--- config.mk ---
export PLATFORM = sky130hd
export DESIGN_NAME = fetch_unit
export DESIGN_NICKNAME = d
export VERILOG_FILES = /design/src/rtl/fetch_unit.sv
export SDC_FILE = /design/constraint.sdc
export NUM_CORES = 1
export LEC_CHECK = 0
export BUFFER_PORTS_ARGS = -buffer_cell sky130_fd_sc_hd__buf_2
export CAP_MARGIN = 20
export CELL_PAD_IN_SITES_DETAIL_PLACEMENT = 1
export CELL_PAD_IN_SITES_GLOBAL_PLACEMENT = 1
export CORE_MARGIN = 4
export CORE_UTILIZATION = 47
export CTS_BUF_LIST = sky130_fd_sc_hd__clkbuf_2 sky130_fd_sc_hd__clkbuf_4 sky130_fd_sc_hd__clkbuf_8
export CTS_CLUSTER_SIZE = 8
export DETAILED_ROUTE_END_ITERATION = 8
export PLACE_DENSITY = 0.84
export SETUP_SLACK_MARGIN = 0.15
export SLEW_MARGIN = 20
export SYNTH_ARGS = -nofsm -noshare
export SYNTH_HDL_FRONTEND = slang
export SYNTH_SLANG_ARGS = --single-unit
--- constraint.sdc ---
create_clock -name clk_i -period 4.15 [get_ports clk_i]
set_input_delay 0.2075 -clock clk_i [delete_from_list [all_inputs] [get_ports clk_i]]
set_output_delay 0.2075 -clock clk_i [all_outputs]
set_load 0.03 [all_outputs]
--- src/rtl/fetch_unit.sv ---
// Instruction fetch stage: owns the fetch PC, issues in-order imem requests
// and buffers responses for decode, dropping wrong-path data after redirect.
module fetch_unit #(
  parameter logic [31:0] RESET_PC   = 32'h0000_0000,
  parameter int unsigned FIFO_DEPTH = 2
) (
  input  logic        clk_i,
  input  logic        rst_ni,
  input  logic        redirect_i,
  input  logic [31:0] redirect_pc_i,
  output logic        imem_req_o,
  output logic [31:0] imem_addr_o,
  input  logic        imem_gnt_i,
  input  logic        imem_rvalid_i,
  input  logic [31:0] imem_rdata_i,
  output logic        if_valid_o,
  output logic [31:0] if_instr_o,
  output logic [31:0] if_pc_o,
  input  logic        if_ready_i
);

  localparam int unsigned AW = $clog2(FIFO_DEPTH);
  localparam logic [AW:0] DEPTH = (AW+1)'(FIFO_DEPTH);

  typedef enum logic [1:0] {
    BOOT  = 2'd0,
    RUN   = 2'd1,
    DRAIN = 2'd2
  } state_t;

  state_t        state;
  logic [31:0]   pc;
  logic [AW:0]   outstanding;
  logic [AW:0]   out_next;
  logic [AW:0]   fifo_count;
  logic [AW:0]   credit_used;
  logic [AW-1:0] tag_wptr;
  logic [AW-1:0] tag_rptr;
  logic [AW-1:0] fifo_wptr;
  logic [AW-1:0] fifo_rptr;
  logic [31:0]   tag_q      [FIFO_DEPTH];
  logic [31:0]   fifo_pc    [FIFO_DEPTH];
  logic [31:0]   fifo_instr [FIFO_DEPTH];
  logic          xfer;
  logic          rsp;
  logic          push;
  logic          pop;

  assign if_valid_o = (fifo_count != '0) & !redirect_i;
  assign if_instr_o = fifo_instr[fifo_rptr];
  assign if_pc_o    = fifo_pc[fifo_rptr];
  assign pop        = if_valid_o & if_ready_i;

  // A slot popped this cycle is free before any new response can land,
  // which is what lets a 1-cycle memory stream at one word per cycle.
  assign credit_used = fifo_count - (AW+1)'(pop) + outstanding;

  assign imem_req_o  = (state == RUN) & !redirect_i & (credit_used < DEPTH);
  assign imem_addr_o = pc;
  assign xfer        = imem_req_o & imem_gnt_i;

  assign rsp  = imem_rvalid_i & (outstanding != '0);
  assign push = rsp & (state == RUN) & !redirect_i;

  assign out_next = outstanding + (AW+1)'(xfer) - (AW+1)'(rsp);

  always_ff @(posedge clk_i or negedge rst_ni) begin
    if (!rst_ni) begin
      state       <= BOOT;
      pc          <= RESET_PC;
      outstanding <= '0;
      tag_wptr    <= '0;
      tag_rptr    <= '0;
      for (int i = 0; i < FIFO_DEPTH; i++) begin
        tag_q[i] <= '0;
      end
    end else begin
      outstanding <= out_next;
      if (xfer) begin
        tag_q[tag_wptr] <= pc;
        tag_wptr        <= tag_wptr + AW'(1);
      end
      if (rsp) begin
        tag_rptr <= tag_rptr + AW'(1);
      end
      if (redirect_i) begin
        pc <= redirect_pc_i & ~32'h3;
      end else if (xfer) begin
        pc <= pc + 32'd4;
      end
      unique case (state)
        BOOT: state <= RUN;
        RUN: begin
          if (redirect_i && out_next != '0) begin
            state <= DRAIN;
          end
        end
        DRAIN: begin
          if (out_next == '0) begin
            state <= RUN;
          end
        end
        default: state <= BOOT;
      endcase
    end
  end

  always_ff @(posedge clk_i or negedge rst_ni) begin
    if (!rst_ni) begin
      fifo_count <= '0;
      fifo_wptr  <= '0;
      fifo_rptr  <= '0;
      for (int i = 0; i < FIFO_DEPTH; i++) begin
        fifo_pc[i]    <= '0;
        fifo_instr[i] <= '0;
      end
    end else if (redirect_i) begin
      fifo_count <= '0;
      fifo_wptr  <= '0;
      fifo_rptr  <= '0;
    end else begin
      fifo_count <= fifo_count + (AW+1)'(push) - (AW+1)'(pop);
      if (push) begin
        fifo_pc[fifo_wptr]    <= tag_q[tag_rptr];
        fifo_instr[fifo_wptr] <= imem_rdata_i;
        fifo_wptr             <= fifo_wptr + AW'(1);
      end
      if (pop) begin
        fifo_rptr <= fifo_rptr + AW'(1);
      end
    end
  end

  rvalid_expected: assert property (
    @(posedge clk_i) disable iff (!rst_ni)
    imem_rvalid_i |-> outstanding != '0
  );

endmodule

Word-level counts from Yosys, hierarchy flattened
Cells that the tools add are included.
Word-level totals
  latch bits: 0
  bits in writable memories: 0
  bits in read-only memories: 0
  register bits: 234
  memories: 0
  logic and storage cells: 89
  bits of input ports: 70
  output and inout bits: 98
Operators by class
  reduce and logical (&&, ||, !) cells: 14
  magnitude comparators: 7
  equality and inequality tests: 4
  $add $sub $neg: 11
  mux-type cells: 26
  shifts and indexed selects: 0
  divide/modulo/power cells: 0
  bitwise logic cells: 13
  multipliers: 0
Operators with widths (count)
  two-way mux 32 bit: 13
  bitwise mux 64 bit: 3
  demux 32 bit (select 1 bit): 2
  adder 32 x 3 -> 32 bit, second input constant: 1
  nonzero test 2 bit: 6
  bitwise AND 1 bit: 8
  >= comparator 2 bit, second input constant: 4
  NOT 1 -> 2 bit: 4
  two-way mux 2 bit: 3
  one-hot mux 2 bit (3 select lines): 1
  subtractor 2 x 1 -> 2 bit: 3
  adder 1 bit, second input constant: 4
  adder 2 x 1 -> 2 bit: 2
  zero test 2 bit: 2
  < comparator 2 x 1 -> 1 bit, second input constant: 2
  two-way mux 1 bit: 4
  AND reduction 2 bit: 2
  logical AND 1 bit: 3
  adder 2 bit: 1
  == test 2 x 1 -> 1 bit, second input constant: 1
  == test 2 bit, second input constant: 1
  < comparator 2 bit, second input constant: 1
  != test 2 x 1 -> 1 bit, second input constant: 1
  != test 2 bit, second input constant: 1
  other kinds (2): 2

Longest topological paths before layout
  word-level depth: 14
  mapped depth: 17
  mapped depth without buffers: 16

Least setup slack after synthesis
OpenSTA, ideal clock, no wires.
  kind: register to register
  from: register fifo_count[1]
  to: register state[0]
  slack: 0.531 ns
  library setup time: 0.087 ns
  cell stages (with the launch flop): 18
  arrival: 3.532 ns
  cells stage by stage: dfrtp_1 nor2_1 nor2_1 and2_1 ha_1 nor2b_4 xnor3_1 nor3_2 inv_2 buf_2 ha_1 inv_1 ha_1 xnor2_1 xnor2_1 or2_2 a21o_1 a22oi_1
On the way
  longest elaborated chain between the ends: 14
  elaborated cells between the ends (all ways): 16
Ends and longest elaborated chain
  from (decl): RTL line 35  | logic [AW:0] fifo_count;
  from (signal assigned): RTL line 122  | fifo_count <= fifo_count + (AW+1)'(push) - (AW+1)'(pop);
  nonzero test 2 bit *: RTL line 49  | assign if_valid_o = (fifo_count != '0) & !redirect_i;
  bitwise AND 1 bit *: RTL line 49
  net if_valid_o: RTL line 16  | output logic if_valid_o,
  bitwise AND 1 bit *: RTL line 52  | assign pop = if_valid_o & if_ready_i;
  subtractor 2 x 1 -> 2 bit *: RTL line 56  | assign credit_used = fifo_count - (AW+1)'(pop) + outstanding;
  adder 2 bit *: RTL line 56
  < comparator 2 bit *: RTL line 58  | assign imem_req_o = (state == RUN) & !redirect_i & (credit_used < DEPTH);
  bitwise AND 1 bit *: RTL line 58
  bitwise AND 1 bit *: RTL line 60  | assign xfer = imem_req_o & imem_gnt_i;
  adder 2 x 1 -> 2 bit *: RTL line 65  | assign out_next = outstanding + (AW+1)'(xfer) - (AW+1)'(rsp);
  subtractor 2 x 1 -> 2 bit *: RTL line 65
  net out_next[1]: RTL line 34  | logic [AW:0] out_next;
  nonzero test 2 bit: RTL line 94  | if (redirect_i && out_next != '0) begin
  logical AND 1 bit: RTL line 94
  != test 2 x 1 -> 1 bit (no line)
  AND reduction 2 bit (no line) *
  to (signal assigned): RTL line 92  | BOOT: state <= RUN;
  to (signal assigned): RTL line 95  | state <= DRAIN;
  to (signal assigned): RTL line 100  | state <= RUN;
  to (decl): RTL line 31  | state_t state;
The timed path passes the listed nets; every way through them passes the cells marked *.
A chain may end at the register's enable or synchronous reset.

Final worst setup path
  from: register fifo_count[1]
  to: register state[0]
On the way
  longest elaborated chain between the ends: 14
  elaborated cells between the ends (all ways): 16
Ends and longest elaborated chain (RTL line)
  nonzero test 2 bit: 49
  bitwise AND 1 bit: 49
  bitwise AND 1 bit: 52
  subtractor 2 x 1 -> 2 bit *: 56
  adder 2 bit *: 56
  < comparator 2 bit *: 58
  bitwise AND 1 bit *: 58
  bitwise AND 1 bit *: 60
  adder 2 x 1 -> 2 bit *: 65
  subtractor 2 x 1 -> 2 bit *: 65
  net out_next[1]: 34
  nonzero test 2 bit: 94
  logical AND 1 bit: 94
  != test 2 x 1 -> 1 bit (no line)
  AND reduction 2 bit (no line) *
Marked as above.

==> impl_metrics.yaml <==
global_routing:
  grt_max_degree: 110
  first_global_vias: 8552
  grt_pass1_wl_um: 47100
  track_usage: 0.244
  grt-ovfl-total: 0
  antenna_found_initial: 0
logic_synthesis:
  avgSynthCellArea_sq_um: 12.1
  syn-cell-area_sq_mm: 0.0102
  yosysSeqAreaShare: 0.549
  synth_top_flop_cell: "dfrtp_1"
  synth-warning-count: 0
  synth_top_area_cell: "dfrtp_1"
  yosysTopAreaCellShare: 0.549
  synth-seq-cells: 224
  synth.area.top_cells: "dfrtp_1, mux2_2, mux2i_1"
  yosysMostFrequentCell: "dfrtp_1"
  synth_cell_types: 52
  async_flop_share: 1.00
  synth_common_cells: "dfrtp_1, mux2_2, nand2_1"
  synth_edf_count: 0
  synthCells: 840
detailed_routing:
  drt_pass1_iterations: 4
  drt_iter0_drc: 438
  drc: 0
  final_antenna_net_count: 0
  num_vias: 7536
  wl_per_cell_um: 21.2
  vias_per_cell: 5.51
  wl_um: 29000
floorplan:
  num_io_pins: 168
  initial_utilization: 0.481
  dieWidth_um: 155
  chipHeight_um: 155
  core_sq_mm: 0.0212
  rows: 53
  die-area_sq_mm: 0.0241
sta:
  setup_viol: 0
  final.setup.tns_ns: 0
  slew_viol_final: 0
  tightest_slew_ns: 0.833
  rsz0062_at_grt: "false"
  timing.fmax_ghz: 0.269
  timing.final.crit_share: 0.896
  min_period_ns: 3.72
  maxSlewHeadroom: 0.441
  hold_violations: 0
  fin_skew_ns: 0.0212
finish:
  final_nets: 1141
  final_core_util: 0.599
  register_area_sq_mm: 0.00561
  multi_input_comb_area_sq_mm: 0.00430
  layout-drive-gt1-share: 0.407
  num-fill-cells: 2205
  area_growth_pct: 24.6
  antenna_cells: 0
worst_setup_path:
  cp_data_arrival_time_ns: 4.17
  worstPathRequired_ns: 4.60
  critPathLaunchType: "flop"
  crit_path_end_kind: "flop"
  worst-path-max-fanout: 12
  path_class: "flop to flop"
cts:
  clockBufferDepth: 3
  numCtsBuffers: 40
  cts_sinks: 224
  clk_latency_ns: 0.53
  cts_root_buffer: "clkbuf_8"
  clk_pin_slew_ns: 0.06
  htreeDepth: 2
  tritoncts: "done"
flow_run:
  drv_cap: 0
min_path:
  worstHoldPathType: "primary input to flop"
outcome:
  status: "completed"
pwr:
  p_comb_frac: 0.390
  seqPwrFrac: 0.384
  p_sw_frac: 0.385
  p_clk_frac: 0.226
  p_per_area_mw_per_mm2: 747
  p_leak_nw: 5.87
  p_switching_mw: 3.65
  max-vdd-ir-drop_uv: 301
  intPower_mw: 5.83
placement:
  io_buffers: 161
  gp_congestion: 0.807
  hpwl_um: 17300
## kinds of logic after synthesis
group / Yosys count / share of synthesized area
flip-flops: 224 / 0.549
multiplexers: 218 / 0.237
AND/OR/NAND/NOR: 200 / 0.0939
AO/OA/AOI/OAI: 103 / 0.0605
buffers and inverters: 68 / 0.0310
XOR/XNOR: 20 / 0.0207
adder cells (fa/ha/maj): 6 / 0.00736
other: 1 / 0.000368
## power groups by stage
stage	registers [mW]	clock network [mW]	logic [mW]
final	3.65	2.14	3.70
after floorplan	3.46	0	2.73
after global routing	3.76	2.31	3.99
after CTS	3.64	2.20	3.70
after detailed placement	3.65	0	3.60
after global placement	3.56	0	3.48
## stage by stage
stage / worst slack [ns] / hold WS (ns) / instances / total power [mW] / cell area, sq um
3_5_place_dp: 0.449 / 0.326 / 1235 / 7.25 / 11200
6_report: 0.430 / 0.0904 / 1367 / 9.49 / 12700
2_1_floorplan: 0.531 / -0.0881 / 843 / 6.18 / 10200
5_1_grt: 0.180 / 0.106 / 1367 / 10.1 / 12700
4_1_cts: 0.427 / 0.0448 / 1367 / 9.54 / 12700
3_3_place_gp: 0.571 / 0.326 / 1235 / 7.04 / 11200
## sequential cells by signal, indices dropped and copies added, names as in the netlist
| register | cells |
|---|---|
| state | 2 |
| fifo_count | 2 |
| fifo_rptr | 1 |
| fifo_pc | 60 |
| outstanding | 2 |
| tag_rptr | 1 |
| tag_q | 60 |
| imem_addr_o | 30 |
| fifo_instr | 64 |
| tag_wptr | 1 |
| fifo_wptr | 1 |
## cells in the final DEF (no fill, tap or decap), types with 8 or more instances in the layout
cell type / netlist / final
dfrtp_1: 224 / 223
mux2_2: 184 / 184
buf_2: 15 / 160
nand2_1: 77 / 77
dlygate4sd3_1: 0 / 63
clkbuf_8: 0 / 52
o21ai_0: 44 / 44
nor2_1: 43 / 41
a21oi_1: 32 / 32
mux2i_1: 31 / 31
nand3_1: 24 / 24
clkbuf_4: 0 / 14
xnor2_1: 13 / 13
nand4_1: 12 / 12
inv_1: 12 / 12
nor3_1: 8 / 8
o211ai_1: 8 / 8
buf_4: 7 / 8
## area by class of cell
class                           instances  share of cell area
Tap cell                              275              0.0271
Clock buffer                           66              0.0646
Timing Repair Buffer                  235               0.123
Clock inverter                          3             0.00158
Multi-Input combinational cell        551               0.339
Inverter                               13             0.00384
Sequential cell                       224               0.441
## per-layer routing
layer,global-route usage,wire length (um),vias to the layer above,share of wire
li1,-,-,3419,-
met4,0.0675,578,0,0.020
met3,0.0409,1350,50,0.047
met1,0.322,12700,3835,0.44
met5,0,0,-,0
met2,0.417,14300,232,0.49
## path summary, 6_finish.rpt
path	slack, ns	endpoint	cells after the start	startpoint
max in group asynchronous	2.84	imem_addr_o[2]	3	rst_ni
worst max-delay path	0.43	state[0]	16	fifo_count[1]
min in group asynchronous	0.35	fifo_instr[7]	2	rst_ni
worst min-delay path	0.09	fifo_rptr	3	if_ready_i
worst min register to register	0.47	fifo_pc[28]	2	fifo_pc[28]
worst max register to register	0.43	state[0]	16	fifo_count[1]
## critical path, cell delays in order (launching register included)
cell	delay, ns
dfrtp_1	0.41
nor2_1	0.12
nor2_1	0.06
and2_1	0.20
ha_1	0.34
nor2b_4	0.15
xnor3_1	0.50
nor3_2	0.24
inv_2	0.18
ha_1	0.32
inv_1	0.04
ha_1	0.17
xnor2_1	0.13
xnor2_1	0.15
or2_2	0.32
a21o_1	0.18
a22oi_1	0.12
## repair_timing
action / CTS / global route
hold buffers: 63 / 0
setup buffers: 0 / 0
hold endpoints to repair: 201 / 0
gates resized for setup: 0 / 0
Note: power is estimated with default switching activity, not from simulation.
